==> src/rtl/icache_refill_bridge.sv <==
// Bridges 128-bit instruction-cache line reads/writes onto a 32-bit word bus, one beat at a time.
// Optional read timeout enabled by defining ICACHE_REFILL_TIMEOUT_EN.
module icache_refill_bridge #(
   parameter int TIMEOUT_CYCLES = 255
) (
   input  logic         clk,
   input  logic         rst,
   input  logic [31:0]  i_m_addr,
   input  logic [15:0]  i_m_byte_en,
   input  logic [127:0] i_m_writedata,
   input  logic         i_m_read,
   input  logic         i_m_write,
   output logic [127:0] o_m_readdata,
   output logic         o_m_readdata_valid,
   output logic         o_m_waitrequest,
   output logic [31:0]  o_bus_addr,
   output logic         o_bus_req,
   output logic         o_bus_we,
   output logic [3:0]   o_bus_be,
   output logic [31:0]  o_bus_wdata,
   input  logic         i_bus_gnt,
   input  logic [31:0]  i_bus_rdata,
   input  logic         i_bus_rvalid,
   output logic         o_timeout_err
);

   typedef enum logic [2:0] {IDLE, RD_REQ, RD_WAIT, RD_DONE, WR_REQ} state_t;

   typedef struct packed {
      logic       found;
      logic [1:0] idx;
   } beat_sel_t;

   // Lowest beat at or above 'from' whose byte enables are not all zero.
   function automatic beat_sel_t first_beat(input logic [15:0] be, input logic [2:0] from);
      beat_sel_t sel;
      sel = '0;
      for (int i = 3; i >= 0; i--) begin
         if ((3'(i) >= from) && (|be[4*i +: 4])) begin
            sel.found = 1'b1;
            sel.idx   = 2'(i);
         end
      end
      return sel;
   endfunction

   state_t          state, state_next;
   logic [1:0]      k, k_next;
   logic [27:0]     addr_q;
   logic [3:0][3:0] be_q;
   logic [3:0][31:0] wdata_q;
   logic [3:0][31:0] line_buf;

   logic            capture_rd, capture_wr;
   logic            beat_done, tmo_fire, tmo_expired;
   logic [31:0]     beat_data;
   beat_sel_t       sel;

   always_ff @(posedge clk) begin
      // NOTE: sequential state uses non-blocking assignments so every flop samples pre-edge values.
      if (rst) begin
         state <= IDLE;
         k     <= '0;
      end else begin
         state <= state_next;
         k     <= k_next;
      end
   end

   always_comb begin
      // NOTE: every signal driven here gets a default first, so no path can infer a latch.
      state_next         = state;
      k_next             = k;
      capture_rd         = 1'b0;
      capture_wr         = 1'b0;
      beat_done          = 1'b0;
      tmo_fire           = 1'b0;
      beat_data          = i_bus_rdata;
      sel                = '0;
      o_bus_req          = 1'b0;
      o_bus_we           = 1'b0;
      o_bus_be           = 4'h0;
      o_bus_addr         = 32'h0;
      o_bus_wdata        = 32'h0;
      o_m_waitrequest    = (state != IDLE);
      o_m_readdata_valid = 1'b0;

      case (state)
         IDLE: begin
            if (i_m_read) begin
               capture_rd = 1'b1;
               k_next     = 2'd0;
               state_next = RD_REQ;
            end else if (i_m_write) begin
               sel = first_beat(i_m_byte_en, 3'd0);
               // An all-zero enable mask is accepted but produces no bus traffic.
               if (sel.found) begin
                  capture_wr = 1'b1;
                  k_next     = sel.idx;
                  state_next = WR_REQ;
               end
            end
         end

         RD_REQ: begin
            o_bus_req  = 1'b1;
            o_bus_be   = 4'hF;
            o_bus_addr = {addr_q, k, 2'b00};
            if (i_bus_gnt) state_next = RD_WAIT;
         end

         RD_WAIT: begin
            if (i_bus_rvalid) begin
               beat_done = 1'b1;
            end else if (tmo_expired) begin
               beat_done = 1'b1;
               beat_data = 32'h0;
               tmo_fire  = 1'b1;
            end
            if (beat_done) begin
               if (k == 2'd3) begin
                  state_next = RD_DONE;
               end else begin
                  k_next     = k + 2'd1;
                  state_next = RD_REQ;
               end
            end
         end

         RD_DONE: begin
            o_m_readdata_valid = 1'b1;
            state_next         = IDLE;
         end

         WR_REQ: begin
            o_bus_req   = 1'b1;
            o_bus_we    = 1'b1;
            o_bus_be    = be_q[k];
            o_bus_wdata = wdata_q[k];
            o_bus_addr  = {addr_q, k, 2'b00};
            if (i_bus_gnt) begin
               sel = first_beat(be_q, {1'b0, k} + 3'd1);
               if (sel.found) begin
                  k_next = sel.idx;
               end else begin
                  k_next     = 2'd0;
                  state_next = IDLE;
               end
            end
         end

         default: state_next = IDLE;
      endcase
   end

   always_ff @(posedge clk) begin
      if (rst) begin
         addr_q       <= '0;
         be_q         <= '0;
         wdata_q      <= '0;
         line_buf     <= '0;
         o_m_readdata <= '0;
      end else begin
         if (capture_rd || capture_wr) addr_q <= i_m_addr[31:4];
         if (capture_wr) begin
            be_q    <= i_m_byte_en;
            wdata_q <= i_m_writedata;
         end
         // The visible line only changes when the final beat lands, so it holds across reads in flight.
         if (beat_done) begin
            if (k == 2'd3) o_m_readdata <= {beat_data, line_buf[2], line_buf[1], line_buf[0]};
            else           line_buf[k]  <= beat_data;
         end
      end
   end

`ifdef ICACHE_REFILL_TIMEOUT_EN
   localparam logic [7:0] TMO_LAST = 8'(TIMEOUT_CYCLES - 1);

   logic [7:0] tmo_cnt;
   logic       tmo_err_q;

   assign tmo_expired   = (state == RD_WAIT) && (tmo_cnt == TMO_LAST);
   assign o_timeout_err = tmo_err_q;

   always_ff @(posedge clk) begin
      if (rst) begin
         tmo_cnt   <= '0;
         tmo_err_q <= 1'b0;
      end else begin
         if ((state != RD_WAIT) || beat_done) tmo_cnt <= '0;
         else                                 tmo_cnt <= tmo_cnt + 8'd1;
         if (tmo_fire) tmo_err_q <= 1'b1;
      end
   end
`else
   assign tmo_expired   = 1'b0;
   assign o_timeout_err = 1'b0;
`endif

   logic unused_ok;
   assign unused_ok = &{1'b0, i_m_addr[3:0], line_buf[3], tmo_fire};

endmodule

==> config.mk <==
export PLATFORM = sky130hd
export DESIGN_NAME = icache_refill_bridge
export DESIGN_NICKNAME = d
export VERILOG_FILES = /design/src/rtl/icache_refill_bridge.sv
export SDC_FILE = /design/constraint.sdc
export NUM_CORES = 1
export LEC_CHECK = 0
export ABC_CLOCK_PERIOD_IN_PS = 7910
export BUFFER_PORTS_ARGS = -buffer_cell sky130_fd_sc_hd__buf_2
export CAP_MARGIN = 20
export CORE_MARGIN = 2
export CORE_UTILIZATION = 50
export DETAILED_ROUTE_END_ITERATION = 16
export PLACE_DENSITY = 0.77
export SLEW_MARGIN = 20
export SYNTH_ARGS = -nofsm -noshare
export SYNTH_HDL_FRONTEND = slang
export SYNTH_SLANG_ARGS = --single-unit
==> constraint.sdc <==
create_clock -name clk -period 7.91 [get_ports clk]
set_input_delay 1.1865 -clock clk [delete_from_list [all_inputs] [get_ports clk]]
set_output_delay 1.1865 -clock clk [all_outputs]
set_load 0.01 [all_outputs]
* Word level (Yosys, flattened, before mapping)
Cells that the tools add are included.
** Storage, ports and cells
- Flip-flop bits (word level) :: 433
- Input port bits :: 214
- Word-level logic and storage cells :: 111
** Cells by class
- Add/subtract/negate cells :: 2
- Magnitude comparators :: 6
- Equal/unequal tests :: 12
- Muxes and demuxes :: 52
- Bitwise logic cells :: 1
- Reductions and logical operators :: 22
** Operator list (count)
- $bwmux 128 :: 1
- $mux 32 :: 4
- $bmux 32 s2 :: 1
- $demux 32 s2 :: 1
- $mux 3 :: 20
- $reduce_or 4->1 :: 8
- $mux 2 :: 8
- $mux 1 :: 12
- $pmux 3 s4 :: 1
- $reduce_and 6->1 :: 2
- $ne 2x2->1 const B :: 5
- $bmux 4 s2 :: 1
- $pmux 4 s2 :: 1
- $eq 3x2->1 const B :: 2
- $ge 1x3->1 const A :: 2
- $ge 2x3->1 const A :: 2
- $ne 3x3->1 const B :: 2
- $pmux 2 s3 :: 1
- $reduce_bool 3->1 :: 2
- $logic_and 1x1->1 :: 5
- $mux 4 :: 1
- $reduce_and 2->1 :: 2
- $add 2x1->3 const B :: 1
- $eq 3x1->1 const B :: 1
- 9 further kinds :: 9

* Depth between registers and ports, before layout
Gate-level depths: netlist (run 1).
- Depth in word-level cells :: 13
- Mapped depth :: 9
- Mapped depth without buffers :: 7

* Worst setup path before layout (run 1)
Ideal clock, no wire load.
- Path type :: input-to-reg
- Start point :: input port i_m_byte_en[11]
- End point :: register be_q[10] (netlist name)
- Library setup time :: 0.132 ns
- Data arrival time :: 2.910 ns
- Data required time :: 7.778 ns
- Slack :: 4.868 ns
- Cell stages on the path :: 7
- Cell sequence :: or4_1 > o41ai_4 > nor3_2 > clkbuf_1 > clkbuf_1 > nand2_1 > a21oi_1
** On the way
- Cells in the longest elaborated chain, start to end :: 11
** RTL lines
- from (decl) :: RTL line 9 : input logic [15:0] i_m_byte_en,
- $reduce_or 4->1 :: RTL line 39 : if ((3'(i) >= from) && (|be[4*i +: 4])) begin
- $mux 3 (3 in a row) :: RTL line 39
- $mux 3 :: RTL line 94 : end else if (i_m_write) begin
- $mux 3 :: RTL line 90 : if (i_m_read) begin
- $mux 3 :: RTL line 88 : case (state)
- $mux 1 :: RTL line 97 : if (sel.found) begin
- $mux 1 :: RTL line 94
- $mux 1 :: RTL line 90
- $mux 1 :: RTL line 88
- to (signal assigned) :: RTL line 166 : be_q <= i_m_byte_en;
- to (decl) :: RTL line 50 : logic [3:0][3:0] be_q;
Every way passes these cells. The select of a mux whose other input is x is not followed.
A chain may end at the register's enable or synchronous reset.

* Worst setup path after layout (run 1)
- Start point :: register state[2]
- End point :: output port o_bus_addr[27]
** On the way
- Cells in the longest elaborated chain, start to end :: 3
** RTL lines
- from (decl) :: RTL line 47 : state_t state, state_next;
- from (signal assigned) :: RTL line 65 : state <= state_next;
- $eq 3x3->1 / $eq 3x1->1 (equally long branches) :: RTL line 88
- $reduce_or 2->1 (no source line) (*)
- $mux 32 (*) :: RTL line 88
- to (decl) :: RTL line 16 : output logic [31:0] o_bus_addr,
Mark *: on every way between the ends. The rest lies on a longest branch, timed or not.

==> out/metrics.yaml, run 1 <==
max_cap_viol_count: 0
p_per_area_nw_per_um2: 269
max_freq_mhz: 271
pwr-share-seq_pct: 44.2
status: "completed"
fin_skew_ns: 0.0240
cts_buffer_depth: 3
grt_first_pass_wirelength_um: 65000
p_switching_w: 0.00148
cts-root-buf: "clkbuf_16"
netlist_instances: 1926
critPathLaunchType: "register"
cp.required_ns: 6.72
cp.arrival_ns: 2.50
swShare_pct: 29.1
comb_power_share_pct: 18.8
cts_tree: "done"
start_util_pct: 50.5
yosysWarnings: 0
rrSetupSlack_ns: 4.68
cp-end-kind: "output pin"
min_period_ns: 3.69
relSlewSlack_pct: 23.8
drc: 0
synth_xor_area_share_pct: 0
ant_nets: 0
die_height_um: 179
hp-class: "reg2reg"
ys.flop_type: "dfxtp_1"
whs_path_depth: 2
syn_area_per_cell_um2: 7.98
die_x_um: 179
cts.sinks: 401
p_total_w: 0.00507
async_flop_share_pct: 0
rows: 64
synth_mux_area_share_pct: 5.41
synth_edf_count: 0
nNetsFinal: 2464
p_leak_nw: 7.51
ctsHoldBuffers: 0
core_um2: 30400
gp_congestion: 0.829
antenna_found_initial: 20
grt_overflow: 0
synth-adder-area-share_pct: 0.407
dpl-instance-area_um2: 17500
worstRegToRegCells: 5
firstDrtPassIters: 7
place_hpwl_um: 27600
clkTransAtPathRegs_ns: 0.06
stdcell_area_um2: 18900
rsz0062_at_grt: "no"
cts_inserted_buffers: 42
dieArea_um2: 32100
num_vias: 14125
io_pins: 415
drv_slew: 0
synth_top_family_by_area: "simple AND/OR/NAND/NOR gates"
critPathKind: "reg2out"
ir_drop_uv: 162
avgViaCountPerCell: 5.25
area_growth_syn_to_layout_pct: 22.9
routed_wl_um: 42500
grt_usage_pct: 25.1
yosysSeqAreaShare_pct: 52.3
setup_viol: 0
clock_latency_ns: 0.54
grt_max_degree: 244
drtIter0Drc: 923
synth-simple-area-share_pct: 23.5
hold_violations: 0
synth_compound_area_share_pct: 14.1
portBuffers: 407
ys_ff_latch: 401
finalSetupTns_ns: 0
path_max_fanout: 31
tightest_slew_ns: 1.14
internal_power_w: 0.00360
grt_pass1_vias: 13021
ys_types: 35
clock_power_share_pct: 37.0
finalCritPeriodShare_pct: 46.6
wl_per_cell_um: 15.8
syn_area_um2: 15400
post-cts-setup-buffer-count: 0
cts_resized: 0
htreeDepth: 2
drive_gt1_share_pct: 23.2
## registers in the layout, summed over array words and instances (netlist names)
signal / flops
k: 2
addr_q: 28
o_m_readdata: 128
wdata_q: 128
line_buf: 96
state: 3
be_q: 16
## final timing paths
kind / from / to
worst max-delay path: state[2] / o_bus_addr[27]
worst min-delay path: line_buf[0] / o_m_readdata[0]
worst max register to register: state[1] / o_m_readdata[123]
worst min register to register: line_buf[0] / o_m_readdata[0]
## routing by layer
layer  GRT usage, %  routed length [um]  part of all wire (%)  vias to the layer above
li1               -                   -                     -                     6929
met2           42.4               20800                    49                      458
met1           29.5               16500                    39                     6622
met5              0                  63                  0.15                        -
met3           7.02                3570                   8.4                      106
met4           11.6                1590                   3.7                       10
## synthesized netlist by cell type, drive strengths merged (3+ instances only)
library cell / count / area, um2
a211oi: 4 / 30.0
a21oi: 406 / 2030
and2: 65 / 407
buf: 27 / 160
clkbuf: 124 / 465
dfxtp: 401 / 8030
ha: 5 / 62.6
inv: 7 / 26.3
mux4: 36 / 811
nand2: 804 / 3020
nor2: 10 / 37.5
nor3b: 3 / 22.5
nor4: 3 / 18.8
or4: 6 / 45.0
## stage by stage
step	hold WS [ns]	instances	setup slack, ns	utilization [%]
after floorplan	0.432	1928	4.87	-
after global placement	0.436	2595	3.67	57.4
after detailed placement	0.442	2595	3.56	57.4
after CTS	0.440	2670	3.88	61.7
after global routing	0.464	2686	4.06	62.0
final	0.428	2688	4.22	62.0
## cell usage in the layout, fill, tap and decap left out, types with 2 or more instances in the layout
| cell | count |
|---|---|
| a21o_1 | 2 |
| and2_1 | 65 |
| mux2i_1 | 2 |
| nand2_1 | 804 |
| clkbuf_16 | 42 |
| ha_1 | 5 |
| dfxtp_2 | 2 |
| inv_1 | 7 |
| buf_2 | 406 |
| nor3b_1 | 2 |
| buf_12 | 2 |
| conb_1 | 3 |
| buf_4 | 14 |
| clkinv_2 | 2 |
| clkbuf_8 | 9 |
| o31ai_1 | 2 |
| a211oi_1 | 4 |
| nor2_1 | 10 |
| dfxtp_1 | 399 |
| nor4_1 | 3 |
| a21oi_1 | 404 |
| mux4_2 | 36 |
| clkbuf_1 | 17 |
| clkinv_8 | 2 |
| nor2b_1 | 2 |
| diode_2 | 16 |
| or4_1 | 6 |
## worst max-delay path, cell delays in order (launching register included)
cell     delay (ns)
dfxtp_1        0.45
inv_1          0.11
nor2_1         0.32
inv_1          0.13
a21oi_4        0.59
and2_1         0.23
buf_2          0.13
## area by class of cell
| cell class | count | area [um2] |
|---|---|---|
| fillers | 2650 | 11600 |
| multi-input cells | 1369 | 6740 |
| clock buffers | 68 | 1240 |
| well taps | 396 | 495 |
| clock inverters | 7 | 88.8 |
| diodes | 16 | 40.0 |
| flip-flops and latches | 401 | 8030 |
| repair buffers | 424 | 2220 |
| inverters | 7 | 26.3 |
## power groups by stage
stage               registers (W)  clock network (W)  logic, W
finish                    0.00224            0.00188  0.000955
global route              0.00226            0.00199   0.00105
CTS                       0.00227            0.00191  0.000916
detailed placement        0.00231                  0  0.000911
global placement          0.00230                  0  0.000892
floorplan                 0.00225                  0  0.000682
## cells by family (layout without fill, tap and decap cells)
| group | after synthesis | count (layout) |
|---|---|---|
| AND/OR/NAND/NOR | 901 | 901 |
| AO/OA/AOI/OAI | 422 | 422 |
| flip-flops | 401 | 401 |
| buffers and inverters | 158 | 506 |
| multiplexers | 38 | 38 |
| adder cells (fa/ha/maj) | 5 | 5 |
| other | 1 | 19 |
No activity file was read; power rests on OpenSTA's default activity.
==> run 2, diff against run 1 <==
--- a/config.mk
+++ b/config.mk
@@ -5,13 +5,13 @@
 export SDC_FILE = /design/constraint.sdc
 export NUM_CORES = 1
 export LEC_CHECK = 0
-export ABC_CLOCK_PERIOD_IN_PS = 7910
+export ABC_CLOCK_PERIOD_IN_PS = 3200
 export BUFFER_PORTS_ARGS = -buffer_cell sky130_fd_sc_hd__buf_2
 export CAP_MARGIN = 20
 export CORE_MARGIN = 2
-export CORE_UTILIZATION = 50
+export CORE_UTILIZATION = 47
 export DETAILED_ROUTE_END_ITERATION = 16
-export PLACE_DENSITY = 0.77
+export PLACE_DENSITY = 0.76
 export SLEW_MARGIN = 20
 export SYNTH_ARGS = -nofsm -noshare
 export SYNTH_HDL_FRONTEND = slang
==> constraint.sdc (replaced) <==
create_clock -name clk -period 3.2 [get_ports clk]
set_input_delay 0.48 -clock clk [delete_from_list [all_inputs] [get_ports clk]]
set_output_delay 0.48 -clock clk [all_outputs]
set_load 0.01 [all_outputs]
==> run 2 against run 1 <==
  * Die area up 6.2%
  * Sequential cell count did not move
  * Clock skew is 0.0033 ns higher
  * Combinational power grew to 2.5 times the previous value
  * Clock power grew 150%
  * Critical endpoint is now o_bus_addr[6]
==> out/metrics.yaml, run 2 (synthesis results as in run 1) <==
status: "completed"
fin_skew_ns: 0.0273  # +0.00333 ns
portBuffers: 407  # unchanged
die_x_um: 185  # +3.1%
max_freq_mhz: 346
final_cell_mix: "804 x nand2_1, 406 x buf_2, 404 x a21oi_1, 399 x dfxtp_1, 65 x and2_1"
ir_drop_uv: 471  # +190%
clock_latency_ns: 0.53  # about the same
whs_ns: 0.177  # -0.251 ns
grt_overflow: 0  # unchanged
grt_first_pass_wirelength_um: 65800  # +1.2%
routed_wl_um: 42500  # about the same
cts-root-buf: "clkbuf_16"
grt_usage_pct: 23.8  # -1.3 points
critPathKind: "reg2out"
tightest_slew_ns: 1.07  # -0.0782 ns
p_total_w: 0.0126  # +150%
path_max_fanout: 19  # -39%
cts_tree: "done"
finalSetupTns_ns: 0  # unchanged
avgViaCountPerCell: 5.16  # -1.9%
area_growth_syn_to_layout_pct: 24.0
clkTransAtPathRegs_ns: 0.06  # about the same
hp-class: "in2reg"
p_leak_nw: 7.57  # +0.82%
critPathLaunchType: "register"
place_hpwl_um: 28200  # +2.2%
grt_max_degree: 145  # -41%
finalCritPeriodShare_pct: 90.2
cts.sinks: 401  # unchanged
ant_nets: 0  # unchanged
top_regs: "o_m_readdata: 128 flops, wdata_q: 128 flops, line_buf: 96 flops"
drv_slew: 0  # unchanged
firstDrtPassIters: 6  # -1
hold_violations: 0  # unchanged
max_stage_delay_ns: 0.44  # -0.15 ns
dieArea_um2: 34100  # +6.2%
p_per_area_nw_per_um2: 660  # +150%
htreeDepth: 2  # unchanged
post-cts-setup-buffer-count: 0  # unchanged
io_pins: 415  # unchanged
grt_pass1_vias: 12927  # -0.72%
min_period_ns: 2.89
drive_gt1_share_pct: 23.5  # +0.33 points
start_util_pct: 47.5  # -3.0 points
path_cells: "inv_1, nor2_1, inv_1, a21oi_4, buf_4, and2_1, buf_2"
cts_buffer_depth: 3  # unchanged
cp-end-kind: "output pin"
cp.required_ns: 2.72  # -4.00 ns
rsz0062_at_grt: "no"
num_vias: 14118  # -0.050%
gp_congestion: 0.830  # +0.12%
cpMostUsedCell: "inv_1"
cp.arrival_ns: 2.41  # -0.09 ns
rows: 66  # +3.1%
max_cap_viol_count: 0  # unchanged
core_um2: 32400  # +6.4%
relSlewSlack_pct: 27.2  # +3.4 points
nNetsFinal: 2470  # +0.24%
drtIter0Drc: 899  # -2.6%
critPathSlowestCell: "dfxtp_1"
drc: 0  # unchanged
wl_per_cell_um: 15.5  # -1.9%
final_common_cell: "nand2_1"
antenna_found_initial: 20  # unchanged
cts_inserted_buffers: 40  # -4.8%
die_height_um: 185  # +3.1%
setup_viol: 0  # unchanged
run 2: cell types whose count changed in the layout (fill, tap and decap cells not counted), sizes merged:
cell,change
bufinv,+3
inv,+1
buf,+8
clkbuf,-10
diode,+2
run 2: metrics by stage:
stage	utilization (%)	worst slack [ns]	cells	area [um2]
floorplan	-	0.666	1928	15400
global placement	54.7	0.460	2651	17700
detailed placement	54.7	0.391	2651	17700
CTS	58.7	0.0835	2720	19000
global route	58.8	0.124	2733	19000
finish	58.9	0.312	2738	19100
run 2: layout make-up:
cell class / count / area [um2]
clock buffer: 58 / 1140
sequential: 401 / 8030
antenna: 18 / 45.0
multi-input combinational: 1369 / 6740
fill: 2935 / 13300
inverter: 7 / 26.3
tap: 442 / 553
clock inverter: 11 / 148
timing repair buffer: 432 / 2370
run 2: critical path, delay by kind of cell, from the launching register on:
family	cells	cell delay, ns
buf+inv	4	0.63
compound gates	1	0.34
simple gates	2	0.45
flops	1	0.44
run 2: what timing repair did:
action	in CTS	in global routing
endpoints found under the hold margin	0	0
resized for setup	0	1
hold buffers	0	0
setup endpoints to repair	0	18
run 2: final timing paths:
check               startpoint               end  slack, ns  cells after the start
max                   state[2]     o_bus_addr[6]       0.31                      7
min          i_m_writedata[54]       wdata_q[54]       0.18                      3
max reg2reg           state[1]              k[1]       0.85                      5
min reg2reg       line_buf[15]  o_m_readdata[15]       0.45                      2
run 2: power by group:
part	leakage (nW)	internal (W)	switching, W
clock network	0.630	0.00271	0.00190
registers	3.25	0.00533	0.000195
logic	3.70	0.000948	0.00148
total	7.57	0.00899	0.00358
run 2: layer usage:
metal  part of all wire, %  routed length (um)  global-route usage (%)  vias to the layer above
met5                  0.13                  54                       0                        -
met4                   3.7                1590                    10.3                        8
met3                   8.0                3380                    6.06                      101
met2                    49               20700                    40.0                      484
met1                    39               16800                    28.9                     6578
li1                      -                   -                       -                     6947
==> run 3, diff against run 2 <==
--- a/config.mk
+++ b/config.mk
@@ -12,6 +12,8 @@
 export CORE_UTILIZATION = 47
 export DETAILED_ROUTE_END_ITERATION = 16
 export PLACE_DENSITY = 0.76
+export RECOVER_POWER = 50
+export SETUP_SLACK_MARGIN = 0.2
 export SLEW_MARGIN = 20
 export SYNTH_ARGS = -nofsm -noshare
 export SYNTH_HDL_FRONTEND = slang
==> run 3 against run 2 <==
  * Register-to-register slack lost 0.24 ns
  * Combinational power is essentially flat
  * Clock power is essentially flat
  * Sequential share of layout area grew 0.42 points
==> out/metrics.yaml, run 3 (synthesis results as in run 1) <==
firstDrtPassIters: 5  # -1
worstReg2RegStart: "state[1]"
die_x_um: 185  # unchanged
critPathLaunchType: "input port"
area_growth_syn_to_layout_pct: 22.8
path_cells: "buf_2, or4_1, o41ai_1, a21oi_1, buf_4, nand2_1, a21oi_1"
cp.arrival_ns: 3.09  # +0.68 ns
finalCritPeriodShare_pct: 85.0  # -5.3 points
max_cap_viol_count: 0  # unchanged
wl_per_cell_um: 15.5  # +0.16%
grt_usage_pct: 23.8  # unchanged
reg2reg_to: "line_buf[5]"
drtIter0Drc: 925  # +2.9%
critPathBufInv: 2  # -2
cpMostUsedCell: "a21oi_1"
grt_first_pass_wirelength_um: 65800  # unchanged
status: "completed"
ant_nets: 0  # unchanged
grt_overflow: 0  # unchanged
p_per_area_nw_per_um2: 667  # +1.0%
htreeDepth: 2  # unchanged
dieArea_um2: 34100  # unchanged
ir_drop_uv: 470  # -0.14%
min_from: "i_m_byte_en[15]"
cts_tree: "done"
nFillCells: 3016  # +2.8%
ctsHoldBuffers: 0  # unchanged
hp-class: "in2reg"
portBuffers: 407  # unchanged
rrSetupSlack_ns: 0.61  # -0.24 ns
gp_congestion: 0.830  # unchanged
antenna_found_initial: 19  # -5.0%
critPathSlowestCell: "o41ai_1"
start_util_pct: 47.5  # unchanged
crit_family: "compound AO/OA/AOI/OAI gates"
cts_buffer_depth: 3  # unchanged
dp.cells: 2651  # unchanged
num_vias: 14079  # -0.28%
whs_endpoint: "be_q[15]"
grtUsageMet2_pct: 40.0  # unchanged
drive_gt1_share_pct: 17.7  # -5.8 points
tightest_slew_ns: 1.01  # -0.0561 ns
fin_skew_ns: 0.0275  # +0.000155 ns
core_um2: 32400  # unchanged
cts.sinks: 401  # unchanged
grt_max_degree: 145  # unchanged
place_hpwl_um: 28200  # unchanged
grtUsageMet3_pct: 6.06  # unchanged
min_period_ns: 2.72  # -0.169 ns
top_usage_layer: "met2"
avgViaCountPerCell: 5.14  # -0.35%
critPathKind: "in2reg"
rows: 66  # unchanged
final_common_cell: "nand2_1"
hold_violations: 0  # unchanged
grt_pass1_vias: 12927  # unchanged
die_height_um: 185  # unchanged
setup_viol: 0  # unchanged
drc: 0  # unchanged
max_freq_mhz: 368  # +6.2%
final_cell_mix: "804 x nand2_1, 405 x a21oi_1, 400 x dfxtp_1, 277 x buf_2, 141 x clkbuf_1"
final_cells: 2740  # +0.073%
finalSetupTns_ns: 0  # unchanged
nNetsFinal: 2472  # +0.081%
clock_latency_ns: 0.53  # about the same
max_stage_delay_ns: 0.89  # +0.45 ns
cts_inserted_buffers: 40  # unchanged
cts-root-buf: "clkbuf_16"
top_regs: "o_m_readdata: 128 flops, wdata_q: 128 flops, line_buf: 96 flops"
whs_path_depth: 3  # unchanged
rsz0062_at_grt: "no"
drv_slew: 0  # unchanged
relSlewSlack_pct: 31.0  # +3.8 points
routed_wl_um: 42600  # +0.23%
cp-end-kind: "register"
clkTransAtPathRegs_ns: 0.06  # about the same
worstRegToRegCells: 7  # +2
io_pins: 415  # unchanged
grt_use_met1_pct: 28.9  # unchanged
cp.required_ns: 3.57  # +0.85 ns
path_max_fanout: 19  # unchanged
p_leak_nw: 6.99  # -7.8%
-- run 3: tightest hold or removal path, stage by stage --
cell and delay (ns):
clkbuf_1 0.08, nand2_1 0.05, a21oi_1 0.05
-- run 3: area by class of cell --
class	instances	area [um2]	area share, %
clock inverters	11	148	0.783
multi-input cells	1369	6700	35.5
diodes	18	45.0	0.239
clock buffers	58	1140	6.04
inverters	7	26.3	0.139
repair buffers	434	2210	11.7
flip-flops and latches	401	8030	42.6
well taps	442	553	2.93
-- run 3: how the worst max path moves through the flow --
stage | slack (ns) | depth (start not counted) | to | from
floorplan | 0.67 | 9 | state[0] | k[1]
global placement | 0.46 | 7 | wdata_q[67] | i_m_byte_en[0]
detailed placement | 0.39 | 7 | wdata_q[69] | i_m_byte_en[0]
CTS | 0.27 | 7 | o_bus_addr[6] | state[2]
global route | 0.18 | 7 | addr_q[15] | i_m_byte_en[15]
finish | 0.48 | 7 | addr_q[15] | i_m_byte_en[0]
-- run 3: per-layer routing --
layer	wire length [um]	share of wire (%)	up-vias
li1	-	-	6954
met2	20700	49	467
met3	3280	7.7	90
met4	1490	3.5	8
met1	17100	40	6560
met5	54	0.13	-
-- run 3: timing repair --
item                                    in CTS  in global routing
resized for setup                            1                  0
endpoints found under the hold margin        0                  0
gates cloned                                 0                  0
endpoints found under the setup margin      18                 18
pin swaps                                    0                  1
setup buffers                                0                  2
-- run 3: power breakdown --
part	internal, W	switching [W]
clock network	0.00271	0.00189
registers	0.00533	0.000196
logic	0.000963	0.00148
-- run 3: per-stage QoR --
stage                     cell area (um2)  hold WS (ns)  util [%]  power, W  setup slack (ns)
after floorplan                     15400         0.432         -   0.00724             0.666
after global placement              17700         0.436      54.7   0.00800             0.460
after detailed placement            17700         0.443      54.7   0.00806             0.391
after CTS                           19000         0.163      58.7    0.0127             0.268
after global routing                18800         0.167      58.2    0.0132             0.180
final                               18900         0.173      58.3    0.0126             0.481
